**src/rtl/ghost_dir_sched.sv**
```systemverilog
// ghost_dir_sched: round-robin direction scheduler for four ghosts, plus the scatter/chase mode timer.
// Latency: a ghost evaluated this frame shows its new keycode on the next frame_clk edge; mode and reversal share one edge.
// Backpressure: none; freeze holds all state, restart clears it synchronously, Reset (async, active-high) clears it at once.
// Ports: frame_clk, Reset, restart, freeze, sec (1 Hz pulse), rnd (only [1:0] used), walls ({L,R,B,T} for ghost sel) in;
//        sel (ghost under evaluation), keycodes (ghost i at [8i+7:8i]), mode (0 scatter, 1 chase) out.
module ghost_dir_sched #(
    parameter int NGHOST      = 4,
    parameter int HOLD_FRAMES = 16,
    parameter int SCATTER_S   = 7,
    parameter int CHASE_S     = 20
) (
    input  logic        frame_clk,
    input  logic        Reset,
    input  logic        restart,
    input  logic        freeze,
    input  logic        sec,
    input  logic [7:0]  rnd,
    input  logic [3:0]  walls,
    output logic [1:0]  sel,
    output logic [31:0] keycodes,
    output logic        mode
);

    localparam logic [1:0] DIR_L = 2'd0;
    localparam logic [1:0] DIR_R = 2'd1;
    localparam logic [1:0] DIR_D = 2'd2;
    localparam logic [1:0] DIR_U = 2'd3;

    localparam logic [NGHOST-1:0][1:0] DIR_INIT = {DIR_D, DIR_U, DIR_R, DIR_L};
    localparam logic [31:0] KEY_INIT    = 32'h161A_0704;
    localparam logic [5:0]  HOLD_AGE    = 6'(HOLD_FRAMES);
    localparam logic [4:0]  SCATTER_END = 5'(SCATTER_S - 1);
    localparam logic [4:0]  CHASE_END   = 5'(CHASE_S - 1);

    typedef enum logic {SCATTER = 1'b0, CHASE = 1'b1} mode_e;

    function automatic logic blocked(input logic [1:0] d, input logic [3:0] w);
        case (d)
            DIR_L:   return w[3];
            DIR_R:   return w[2];
            DIR_D:   return w[1];
            default: return w[0];
        endcase
    endfunction

    function automatic logic [7:0] keycode_of(input logic [1:0] d);
        case (d)
            DIR_L:   return 8'h04;
            DIR_R:   return 8'h07;
            DIR_D:   return 8'h16;
            default: return 8'h1A;
        endcase
    endfunction

    logic [NGHOST-1:0][1:0] dir_q, dir_d;
    logic [NGHOST-1:0][5:0] age_q, age_d;
    logic [1:0]             sel_q, sel_d;
    logic [4:0]             timer_q, timer_d;
    mode_e                  state_q, state_d;
    logic [31:0]            keycodes_q, keycodes_d;

    logic [1:0] cur_dir, rev_dir, pick_dir, cand;
    logic       found;
    logic       mode_flip;
    logic [4:0] term_val;

    // Only the low two random bits pick the scan start.
    logic unused_rnd;
    assign unused_rnd = ^rnd[7:2];

    // Direction choice for the ghost at sel. The current direction is kept
    // while open and young; otherwise scan from rnd, never reversing unless
    // the reverse is the only way out.
    always_comb begin
        cur_dir  = dir_q[sel_q];
        rev_dir  = cur_dir ^ 2'd1;
        pick_dir = cur_dir;
        found    = 1'b0;
        cand     = rnd[1:0];
        if (blocked(cur_dir, walls) || (age_q[sel_q] >= HOLD_AGE)) begin
            for (int k = 0; k < 4; k++) begin
                cand = rnd[1:0] + 2'(k);
                if (!found && !blocked(cand, walls) && (cand != rev_dir)) begin
                    pick_dir = cand;
                    found    = 1'b1;
                end
            end
            if (!found && !blocked(rev_dir, walls)) begin
                pick_dir = rev_dir;
            end
        end
    end

    // Mode FSM next state; the timer counts sec pulses within the current mode.
    always_comb begin
        state_d   = state_q;
        timer_d   = timer_q;
        term_val  = (state_q == CHASE) ? CHASE_END : SCATTER_END;
        mode_flip = sec && (timer_q == term_val);
        if (restart) begin
            state_d = SCATTER;
            timer_d = '0;
        end else if (!freeze) begin
            if (mode_flip) begin
                state_d = (state_q == SCATTER) ? CHASE : SCATTER;
                timer_d = '0;
            end else if (sec) begin
                timer_d = timer_q + 5'd1;
            end
        end
    end

    // Ghost state next state. A mode flip reverses everyone blindly (other
    // ghosts' walls are not visible) and replaces this frame's evaluation.
    always_comb begin
        dir_d = dir_q;
        age_d = age_q;
        sel_d = sel_q;
        if (restart) begin
            dir_d = DIR_INIT;
            age_d = '0;
            sel_d = 2'd0;
        end else if (!freeze) begin
            sel_d = sel_q + 2'd1;
            for (int i = 0; i < NGHOST; i++) begin
                age_d[i] = (age_q[i] == 6'd63) ? age_q[i] : age_q[i] + 6'd1;
            end
            if (mode_flip) begin
                for (int i = 0; i < NGHOST; i++) begin
                    dir_d[i] = dir_q[i] ^ 2'd1;
                    age_d[i] = '0;
                end
            end else if (pick_dir != cur_dir) begin
                dir_d[sel_q] = pick_dir;
                age_d[sel_q] = '0;
            end
        end
    end

    always_comb begin
        keycodes_d = '0;
        for (int i = 0; i < NGHOST; i++) begin
            keycodes_d[8*i +: 8] = keycode_of(dir_d[i]);
        end
    end

    always_ff @(posedge frame_clk or posedge Reset) begin
        if (Reset) begin
            dir_q      <= DIR_INIT;
            age_q      <= '0;
            sel_q      <= 2'd0;
            timer_q    <= '0;
            state_q    <= SCATTER;
            keycodes_q <= KEY_INIT;
        end else begin
            dir_q      <= dir_d;
            age_q      <= age_d;
            sel_q      <= sel_d;
            timer_q    <= timer_d;
            state_q    <= state_d;
            keycodes_q <= keycodes_d;
        end
    end

    assign sel      = sel_q;
    assign keycodes = keycodes_q;
    assign mode     = (state_q == CHASE);

endmodule

```
**config.mk**
```make
export PLATFORM = sky130hd
export DESIGN_NAME = ghost_dir_sched
export DESIGN_NICKNAME = d
export VERILOG_FILES = /design/src/rtl/ghost_dir_sched.sv
export SDC_FILE = /design/constraint.sdc
export NUM_CORES = 1
export LEC_CHECK = 0
export ABC_CLOCK_PERIOD_IN_PS = 3800
export BUFFER_PORTS_ARGS = -buffer_cell sky130_fd_sc_hd__buf_2
export CAP_MARGIN = 20
export CORE_MARGIN = 8
export CORE_UTILIZATION = 55
export CTS_CLUSTER_DIAMETER = 150
export DETAILED_ROUTE_END_ITERATION = 8
export GPL_ROUTABILITY_DRIVEN = 0
export HOLD_SLACK_MARGIN = 0.08
export PLACE_DENSITY = 0.73
export SLEW_MARGIN = 30
export SYNTH_ARGS = -nofsm -noshare
export SYNTH_HDL_FRONTEND = slang
export SYNTH_SLANG_ARGS = --single-unit
```
**constraint.sdc**
```tcl
create_clock -name frame_clk -period 3.8 [get_ports frame_clk]
set_input_delay 0.76 -clock frame_clk [delete_from_list [all_inputs] [get_ports frame_clk]]
set_output_delay 0.76 -clock frame_clk [all_outputs]
set_load 0.01 [all_outputs]
```
== Word-level counts from Yosys, hierarchy flattened ==
Index checks and enable logic that the tools add are counted.
Widths: inputs -> output; s select.
Word-level totals
  register bits: 72
  logic and storage cells: 157
  bits in latches: 0
  bits in read-only memories: 0
  memories kept: 0
  bits in writable memories: 0
Cells by class
  add/sub/neg operators: 9
  div/mod/pow operators: 0
  reduce and logical (&&, ||, !) cells: 34
  magnitude comparators: 3
  $mul: 0
  shift operators: 0
  multiplexer cells: 61
  equal/unequal tests: 31
  bitwise operators: 7
Operators with widths (number)
  $mux 24: 4
  $pmux 5 s3: 4
  $mux 6: 6
  $mux 8: 4
  $mux 5: 5
  $add 6x1->6 const B: 4
  $and 24x24->24: 1
  $eq 6x6->1 const B: 4
  $not 24->24: 1
  $eq 2x1->1 const B: 10
  $eq 2x2->1 const B: 10
  $logic_not 2->1: 10
  $mux 2: 10
  $pmux 1 s3: 6
  $mux 1: 17
  $bmux 6 s2: 1
  $demux 6 s2: 1
  $logic_and 1x1->1: 10
  $ne 2x2->1: 5
  $logic_not 1->1: 9
  $bwmux 8: 1
  $ge 6x5->1 const B: 1
  $add 5x1->5 const B: 1
  $eq 5x5->1: 1
  12 further kinds: 19

== Depth between registers and ports, before layout ==
Gate-level depths: netlist (run 1).
  depth in word-level cells: 36
  gate-level depth with buffers: 14
  mapped depth without buffers: 13

== Least setup slack after synthesis (run 1) ==
OpenSTA, ideal clock, no wires.
  path type: input -> register
  from: in rnd[1]
  to: reg keycodes_q[10], in the netlist keycodes[10]
  cell stages on the path: 13
  setup time: 0.082 ns
  path buffers: 1
  data arrival time: 3.621 ns
  path slack: 0.097 ns
  required time: 3.718 ns
  cells stage by stage: clkinv_1 > ha_1 > a222oi_1 > mux2i_1 > o21bai_2 > a211o_1 > a21o_1 > a21oi_2 > nor2_1 > buf_4 > or2_1 > o211a_1 > or2_1
Between the ends
  cells in the longest elaborated chain, start to end: 33
  elaborated cells on any way between the ends: 67
  classes of those cells: add/sub (3); eq/ne (15); mux (28); reduce/logical (21)
Ends and longest elaborated chain
  from (decl): RTL line 17  | input logic [7:0] rnd,
  $eq 2x2->1, or another cell as far along: RTL line 38  | case (d)
  $pmux 1 s3: RTL line 38
  $mux 1: RTL line 80  | if (blocked(cur_dir, walls) || (age_q[sel_q] >= HOLD_AGE)) begin
  $logic_not 1->1: RTL line 83  | if (!found && !blocked(cand, walls) && (cand != rev_dir)) begin
  $logic_and 1x1->1: RTL line 83
  $mux 1: RTL line 83
  $mux 1: RTL line 80
  $logic_not 1->1: RTL line 83
  (+18 left out)
  $ne 2x2->1 or $bwmux 8 (tied branches): RTL line 133, 134
  $mux 8 *: RTL line 133  | end else if (pick_dir != cur_dir) begin
  $mux 8 *: RTL line 128  | if (mode_flip) begin
  $mux 8 *: RTL line 123  | end else if (!freeze) begin
  $mux 8 *: RTL line 119  | if (restart) begin
  $eq 2x2->1, or another cell as far along: RTL line 47  | case (d)
  $pmux 5 s3 *: RTL line 47
  net keycodes_d[10]: RTL line 60  | logic [31:0] keycodes_q, keycodes_d;
  to (signal assigned): RTL line 161  | keycodes_q <= keycodes_d;
  to (decl): RTL line 60
Mark *: on every way through the listed nets, which the timed path passes. The rest lies on a longest branch. The select of a mux whose other input is x is not followed.
A chain may end at the register's enable or synchronous reset.

==> impl_metrics.toml, run 1 <==
[die]
die_area_sq_mm = 0.0104
ioPinCount = 52
placement_rows = 31
die_w_microns = 102
initial_core_util = 0.562
die_h_microns = 102
design.core.area_sq_mm = 0.00721

[logic_synthesis]
synth_seq_cells = 57
synth_flop_cell = "dfrtp_1"
synth_cell_types = 74
muxShareOfSynthArea = 0.0744
synthArstFlopShare = 1.00
synth-xor-area-share = 0.0281
yosysSeqAreaShare = 0.356
yosys_warnings = 0
avgSynthCellArea_sq_um = 9.07
synth-edff-count = 0
synth_top_family_by_area = "compound AO/OA/AOI/OAI gates"
syn_inst = 447
yosys.area_share.adder = 0.0525
synth_compound_area_frac = 0.221
yosys.area_share.simple = 0.189
syn-cell-area_sq_mm = 0.00406

[pwr]
finalPower_w = 0.00222
power_frac_seq = 0.308
swShare = 0.383
p_sw_w = 0.000849
powerDensity_mw_per_mm2 = 469
p_comb_frac = 0.430
internal_power_w = 0.00137
peakVddDrop_mv = 0.255
p_leak_nw = 2.11
clkPwrFrac = 0.262

[critical_path]
worstSetupStartpointType = "input pin"
cp_max_fo = 12
cp-end-kind = "flip-flop"
ff2ff_setup_slack_ps = 200
crit_type = "input pin to flip-flop"
timing.rr.end = "keycodes[25]$_DFF_PP1_"
worst_r2r_path_depth = 11
cp.required_ps = 4060
cp.arrival_ps = 3870
r2r-start = "sel[0]$_DFFE_PP0P_"

[clocking]
clk_pin_slew_worst_paths_ps = 70
htreeDepth = 3
cts_sinks = 57
clock_latency_ps = 340
cts_root_buf = "clkbuf_8"
hold_buffers = 0
cts_tree = "done"
cts_setup_buffers = 0
cts_buffer_depth = 2
cts_buffers = 9

[placed_design]
place_ws_ps = -279
io_buffer_count = 33
dpl_cell_area_sq_mm = 0.00444
dp_hpwl_mm = 6.97

[sta]
fin_ws_ps = 196
finalCriticalPeriod_ps = 3600
relSlewSlack = 0.658
drv_slew = 0
tightestPinTransition_ps = 498
finalHoldViolCount = 0
period_share = 0.948
fin_worst_skew_ps = 8.40
rsz0062_at_grt = "false"
finalSetupViolations = 0
fmax_mhz = 277

[global_route]
grt_overflow = 0
grt_pass1_vias = 3451
antenna_found_initial = 0
grt_pass1_wl_mm = 15.6
track_usage = 0.188
grt_max_degree = 31

[routing]
drtIter0Drc = 257
avgViaCountPerCell = 5.97
wire_per_inst_microns = 15.8
first_pass_iters = 5
drc = 0
wl_mm = 9.62
num_vias = 3642
ant_nets = 0

[final_layout]
nets = 540
final_util = 0.655
layout-drive-gt1-share = 0.252
finalInstanceArea_sq_mm = 0.00473
layout_common_cells = "nor2_1 (48), dfrtp_1 (43), buf_4 (35), buf_2 (33), a21oi_1 (31)"
antenna_cells = 0
layout_commonest_cell = "nor2_1"
syn2layout_area_growth_pct = 16.6

[run_status]
outcome = "completed"

[hold_path]
hp-class = "input pin to async pin"

[job]
cap_viol_max_count = 0
[cells in the mapped netlist, types with 4 or more instances]
library cell,number,area share
inv_1,28,0.026
a31oi_1,30,0.046
mux2i_1,20,0.049
nand3_1,20,0.025
nand3b_1,6,0.011
nand2b_1,5,0.0077
ha_1,17,0.052
nor2b_1,9,0.014
nand2_1,20,0.019
or2_1,5,0.0077
and2_1,5,0.0077
a21oi_1,31,0.038
clkbuf_1,8,0.0074
dfrtp_1,44,0.27
o21ai_2,4,0.0086
dfstp_2,13,0.084
buf_4,16,0.030
o22ai_1,5,0.0077
o211ai_1,6,0.011
nor3_1,5,0.0062
a211oi_1,4,0.0074
nor2_1,49,0.045
o21ai_0,14,0.017
and3_1,6,0.0093
[area by class of cell]
cell class | count | area [sq um]
multi-input cells | 341 | 2420
well taps | 99 | 124
clock inverters | 6 | 67.6
flip-flops and latches | 57 | 1440
fillers | 639 | 2490
repair buffers | 68 | 428
clock buffers | 10 | 138
inverters | 29 | 109
[power by group through the flow]
| stage | sequential (W) | clock (W) | combinational, W |
|---|---|---|---|
| final | 0.000683 | 0.000581 | 0.000952 |
| after detailed placement | 0.000693 | 0 | 0.000865 |
| after global routing | 0.000688 | 0.000626 | 0.00104 |
| after CTS | 0.000683 | 0.000592 | 0.000870 |
| after floorplan | 0.000695 | 0 | 0.000653 |
| after global placement | 0.000692 | 0 | 0.000842 |
[worst max path at each step]
stage                             end  slack [ps]  cells past startpoint               start
2_1_floorplan  keycodes[10]$_DFF_PP1_         100                     13              rnd[1]
3_3_place_gp   keycodes[25]$_DFF_PP1_        -180                     14              rnd[0]
3_5_place_dp   keycodes[25]$_DFF_PP1_        -280                     14              rnd[0]
4_1_cts        keycodes[25]$_DFF_PP1_          60                     11  sel[0]$_DFFE_PP0P_
5_1_grt        keycodes[25]$_DFF_PP1_           3                     14              rnd[0]
6_report       keycodes[25]$_DFF_PP1_         200                     14              rnd[0]
[registers in the layout (all words and copies together), names as in the netlist]
register  flops
age_q        24
dir_q         5
keycodes     20
mode          1
sel           2
timer_q       5
[metrics by stage]
stage,hold WS (ps),setup TNS [ps],std cells
floorplan,478,0,458
global placement,491,-2290,594
detailed placement,500,-6380,594
CTS,413,0,610
global route,435,0,610
finish,414,0,610
[timing repair]
action,CTS,global route
setup endpoints to repair,0,46
resized for setup,0,13
endpoints found under the hold margin,0,0
[routing by layer]
metal	up-vias	part of all wire	global-route usage
li1	1735	-	-
met1	1777	0.43	0.222
met2	115	0.51	0.321
met3	15	0.054	0.0470
met4	0	0.013	0.0700
met5	-	0	0
[worst max-delay path, stage by stage]
cell and delay, ps:
buf_2 130, inv_1 110, ha_1 250, a222oi_1 400, mux2_2 300, buf_4 130
o22ai_1 70, a311oi_1 310, nor4_1 90, a21oi_1 250, nand3_4 190, or2_1 260
a221o_1 360, or2_1 250
[logic make-up (layout without fill, tap and decap cells)]
group                    Yosys count  after routing
multiplexers                      26             26
adder cells (fa/ha/maj)           17             17
XOR/XNOR                           7              7
flip-flops                        57             57
buffers and inverters             60            113
AO/OA/AOI/OAI                    132            132
AND/OR/NAND/NOR                  147            147
other                              1             12
Note: power is estimated with default switching activity, not from simulation.
==> run 2, diff against run 1 <==
CORE_ASPECT_RATIO = 1.5   (was unset)
==> impl_metrics.toml, run 2 (same netlist as run 1, synthesis figures left out) <==
[sta]
drv_slew = 0
period_share = 0.964
fmax_mhz = 273
relSlewSlack = 0.514
tightestPinTransition_ps = 728
finalHoldViolCount = 0
fin_hold_ws_ps = 507
finalSetupViolations = 0
finalCriticalPeriod_ps = 3660
fin_setup_tns_ps = 0
fin_worst_skew_ps = 11.4

[critical_path]
cp_common_cell = "or2_1"
cp.arrival_ps = 3940
ff2ff_setup_slack_ps = 140
cp.required_ps = 4080
cp-end-kind = "flip-flop"
path_cells = "mux4_2, xnor2_4, o21bai_2, o211ai_1, a2bb2oi_2, o22a_1, nand3_2, buf_4, or2_1, o211a_1, or2_1"
crit_type = "flip-flop to flip-flop"
crit_slowest_cell = "mux4_2"
cpPeakStageDelay_ps = 740
worstSetupStartpointType = "flip-flop"
cp_max_fo = 10

[routing]
num_vias = 3632
wire_per_inst_microns = 16.3
wl_mm = 10.0
avgViaCountPerCell = 5.91
ant_nets = 0
drtIter0Drc = 204
first_pass_iters = 4
drc = 0

[hold_path]
hp-class = "input pin to async pin"

[pwr]
p_comb_frac = 0.397
p_sw_w = 0.000827
p_leak_nw = 2.17
clkPwrFrac = 0.314
internal_power_w = 0.00154
powerDensity_mw_per_mm2 = 494
peakVddDrop_mv = 0.359
power_frac_seq = 0.289
swShare = 0.349

[final_layout]
finalInstanceArea_sq_mm = 0.00480
stdcell_count = 615
syn2layout_area_growth_pct = 18.4
antenna_cells = 0
layout_common_cells = "nor2_1 (48), dfrtp_1 (44), buf_4 (39), buf_2 (33)"
top_register = "age_q"
nets = 544
largest_reg_flops = 24
layout-drive-gt1-share = 0.260
layout_commonest_cell = "nor2_1"

[clocking]
cts_sinks = 57
cts_buffer_depth = 2
htreeDepth = 3
cts_tree = "done"
clk_pin_slew_worst_paths_ps = 70
cts_root_buf = "clkbuf_8"
cts_buffers = 9
clock_latency_ps = 350

[die]
ioPinCount = 52
initial_core_util = 0.565
design.core.area_sq_mm = 0.00718
placement_rows = 38
die_h_microns = 121
die_area_sq_mm = 0.0104
die_w_microns = 86.1

[global_route]
grt_overflow = 0
antenna_found_initial = 0
grt_max_degree = 43
grt_pass1_wl_mm = 16.4
track_usage = 0.197
grt_pass1_vias = 3557

[run_status]
outcome = "completed"

[placed_design]
dp_hpwl_mm = 7.23
dpl_cell_area_sq_mm = 0.00444
dp.cells = 595
io_buffer_count = 33

[job]
cap_viol_max_count = 0
-- run 2: cell types whose count changed in the layout (fill, tap and decap cells not counted), moves of 2 or more --
cell	before	now
clkbuf_8	10	12
buf_4	35	39
o21ai_2	0	3
bufinv_16	1	3
o21ai_4	4	1
clkinv_4	2	0
-- run 2: repair_timing --
action,CTS,global route
hold buffers,0,0
resized for setup,0,12
endpoints found under the setup margin,0,46
buffers inserted,0,4
-- run 2: layer usage --
metal  GRT usage  vias to the layer above  routed length [microns]
li1            -                     1735                        -
met5           0                        -                        0
met1       0.192                     1737                     3590
met4       0.149                        0                      496
met3      0.0339                       34                      398
met2       0.361                      126                     5520
-- run 2: worst paths after layout --
path                                      startpoint                      to  cells after the start
worst max-delay path              sel[0]$_DFFE_PP0P_  keycodes[10]$_DFF_PP1_                     11
worst min-delay path                           Reset   age_q[20]$_DFFE_PP0P_                      2
worst max register to register    sel[0]$_DFFE_PP0P_  keycodes[10]$_DFF_PP1_                     11
worst min register to register  age_q[0]$_DFFE_PP0P_    age_q[0]$_DFFE_PP0P_                      1
max in group asynchronous                      Reset      dir_q[2]$_DFF_PP1_                      3
min in group frame_clk          age_q[0]$_DFFE_PP0P_    age_q[0]$_DFFE_PP0P_                      1
-- run 2: final cells by class --
type / count / area (sq um)
Multi-Input combinational cell: 341 / 2400
Fill cell: 587 / 2380
Sequential cell: 57 / 1440
Timing Repair Buffer: 72 / 458
Clock buffer: 12 / 165
Tap cell: 100 / 125
Inverter: 29 / 110
Clock inverter: 4 / 97.6
-- run 2: worst max-delay path, delay by kind of cell (launching register included) --
| family | cells | cell delay (ps) |
|---|---|---|
| and+or+nand+nor | 3 | 630 |
| AOI/OAI and AO/OA | 5 | 1170 |
| buffers and inverters | 1 | 200 |
| xor gates and xnor gates | 1 | 310 |
| DFF | 1 | 520 |
| muxes | 1 | 740 |
-- run 2: metrics by stage --
stage	utilization	setup slack (ps)	total power, W
after detailed placement	0.619	-235	0.00156
after CTS	0.656	102	0.00232
final	0.669	137	0.00237
after global routing	0.669	-62.8	0.00249
after floorplan	-	96.6	0.00135
after global placement	0.619	-166	0.00154
-- run 2: power by group through the flow --
stage | registers, W | logic [W] | clock network (W)
after global routing | 0.000688 | 0.00103 | 0.000780
final | 0.000684 | 0.000942 | 0.000744
after detailed placement | 0.000695 | 0.000868 | 0
after floorplan | 0.000695 | 0.000653 | 0
after global placement | 0.000693 | 0.000849 | 0
after CTS | 0.000684 | 0.000873 | 0.000760
==> run 3, diff against run 2 <==
ABC_AREA = 1   (was unset)
GPL_TIMING_DRIVEN = 1   (was unset)
PLACE_DENSITY = 0.74   (was 0.73)
==> impl_metrics.toml, run 3 <==
[die]
design.core.area_sq_mm = 0.00685
ioPinCount = 52
die_h_microns = 119
placement_rows = 37
die_area_sq_mm = 0.0100
die_w_microns = 84.4
initial_core_util = 0.563

[logic_synthesis]
yosysTopAreaCellShare = 0.286
syn_inst = 517
syn-cell-area_sq_mm = 0.00386
ys_top_cells_by_area = "dfrtp_1 (29%), nand2_1 (11%), dfstp_2 (8.9%), inv_1 (7.1%), nand3_1 (6.9%)"
avgSynthCellArea_sq_um = 7.46
synth_area_leader_cell = "dfrtp_1"
synthArstFlopShare = 1.00
synth-edff-count = 0
synth_cell_types = 36
yosysSeqAreaShare = 0.374
synth.most_common_cell = "nand2_1"
yosys_warnings = 0
synth_seq_cells = 57
synthTopCellsByCount = "nand2_1 (111), inv_1 (73), nand3_1 (53)"
synth_flop_cell = "dfrtp_1"

[routing]
num_vias = 3533
wl_mm = 9.03
ant_nets = 0
wire_per_inst_microns = 14.2
drtIter0Drc = 182
avgViaCountPerCell = 5.56
drc = 0
first_pass_iters = 4

[placed_design]
io_buffer_count = 33
dp.cells = 619
dp_hpwl_mm = 6.86

[sta]
finalCriticalPeriod_ps = 3310
fin_setup_tns_ps = 0
relSlewSlack = 0.502
fin_worst_skew_ps = 4.52
drv_slew = 0
period_share = 0.870
tightestPinTransition_ps = 746
fmax_mhz = 302
finalSetupViolations = 0
rsz0062_at_grt = "false"
finalHoldViolCount = 0

[critical_path]
cp_top_family = "simple AND/OR/NAND/NOR gates"
cp.required_ps = 4030
path_cells = "buf_2, inv_1, ha_1, inv_1, o21ai_0, o22ai_1, nand2_4, nand2_1, nand2_1, nand2_1, nand3_1, nand3_1, nand4_1, nand3_4, nand2_2, nand3_1, nand2_1, nor2_1, nor2_1"
cpPeakStageDelay_ps = 340
worstSetupStartpointType = "input pin"
crit_buf_inv = 3
cp.arrival_ps = 3530
crit_type = "input pin to flip-flop"
crit_slowest_cell = "o22ai_1"
cp_max_fo = 16
cp-end-kind = "flip-flop"
cp_common_cell = "nand2_1"

[run_status]
outcome = "completed"

[global_route]
grt_overflow = 0
antenna_found_initial = 0
track_usage = 0.192
grt_pass1_vias = 3538
grt_pass1_wl_mm = 15.6
grt_max_degree = 43

[clocking]
cts_resized = 0
cts_root_buf = "clkbuf_8"
cts_setup_buffers = 0
htreeDepth = 3
cts_tree = "done"
cts_sinks = 57
cts_buffer_depth = 2
clock_latency_ps = 340
hold_buffers = 0
clk_pin_slew_worst_paths_ps = 60
cts_buffers = 9

[final_layout]
layout_commonest_cell = "nand2_1"
nets = 586
stdcell_count = 635
final_util = 0.616
top_register = "age_q"
layout-drive-gt1-share = 0.194
antenna_cells = 0
syn2layout_area_growth_pct = 9.51
largest_reg_flops = 24
layout_common_cells = "nand2_1 (111), inv_1 (72), nand3_1 (53), dfrtp_1 (44)"

[job]
cap_viol_max_count = 0

[pwr]
powerDensity_mw_per_mm2 = 447
peakVddDrop_mv = 0.238
p_leak_nw = 2.16

[hold_path]
hp-class = "input pin to async pin"
[run 3: power by group]
part           switching [W]  total [W]  internal (W)
Combinational       0.000430   0.000624      0.000194
Clock               0.000234   0.000540      0.000306
Sequential         0.0000406   0.000721      0.000681
[run 3: cells by family (layout without fill, tap and decap cells)]
group	count (synthesis)	after routing	share of synthesized area
adders and majority gates	17	17	0.0552
other	1	12	0.000972
DFF	57	57	0.374
AOI/OAI and AO/OA	81	81	0.121
xor gates and xnor gates	3	3	0.00682
and+or+nand+nor	256	256	0.325
buffers and inverters	102	131	0.117
[run 3: layer usage]
metal,share of wire,track usage,vias up
li1,-,-,1744
met1,0.37,0.185,1682
met2,0.55,0.352,80
met3,0.051,0.0472,27
met4,0.036,0.124,0
met5,0,0,-
[run 3: worst register-to-register path, stage by stage (launching register included)]
cell     delay, ps
dfrtp_1        600
inv_2          190
nand2_1        110
nand3_2        130
nand2_4        170
nand2_1         70
nand2_1         60
nand2_1         80
nand2_4        130
nand2_1        100
nand2_1         80
nand2_1         50
nand2_1         50
nand2_1         60
nand3_1         70
nand4_1        200
nand3_4        280
nand2_2        160
nand3_1        120
nand2_1         60
nor2_1         150
nor2_1          70
[run 3: worst paths after layout]
| kind | startpoint | end | slack [ps] | depth (start not counted) |
|---|---|---|---|---|
| worst min-delay path | Reset | age_q[7]$_DFFE_PP0P_ | 520 | 2 |
| worst max register to register | sel[0]$_DFFE_PP0P_ | keycodes[11]$_DFF_PP0_ | 690 | 21 |
| worst max-delay path | rnd[0] | keycodes[11]$_DFF_PP0_ | 490 | 19 |
| min in group frame_clk | age_q[19]$_DFFE_PP0P_ | age_q[19]$_DFFE_PP0P_ | 550 | 2 |
| worst min register to register | age_q[19]$_DFFE_PP0P_ | age_q[19]$_DFFE_PP0P_ | 550 | 2 |
| max in group asynchronous | Reset | keycodes[26]$_DFF_PP1_ | 2530 | 3 |
[run 3: final cells by class]
type / count / area [sq um]
clock buffers: 14 / 183
clock inverters: 2 / 10.0
fillers: 637 / 2630
inverters: 79 / 298
multi-input cells: 369 / 2000
flip-flops and latches: 57 / 1440
well taps: 78 / 97.6
repair buffers: 36 / 188
[run 3: metrics by stage]
step | total power, W | setup WS, ps | area, sq um | hold slack, ps
global route | 0.00201 | 257 | 4220 | 572
finish | 0.00189 | 494 | 4220 | 519
global placement | 0.00133 | 275 | 4030 | 528
floorplan | 0.00123 | 909 | 3900 | 489
CTS | 0.00190 | 524 | 4220 | 549
detailed placement | 0.00135 | 150 | 4030 | 536
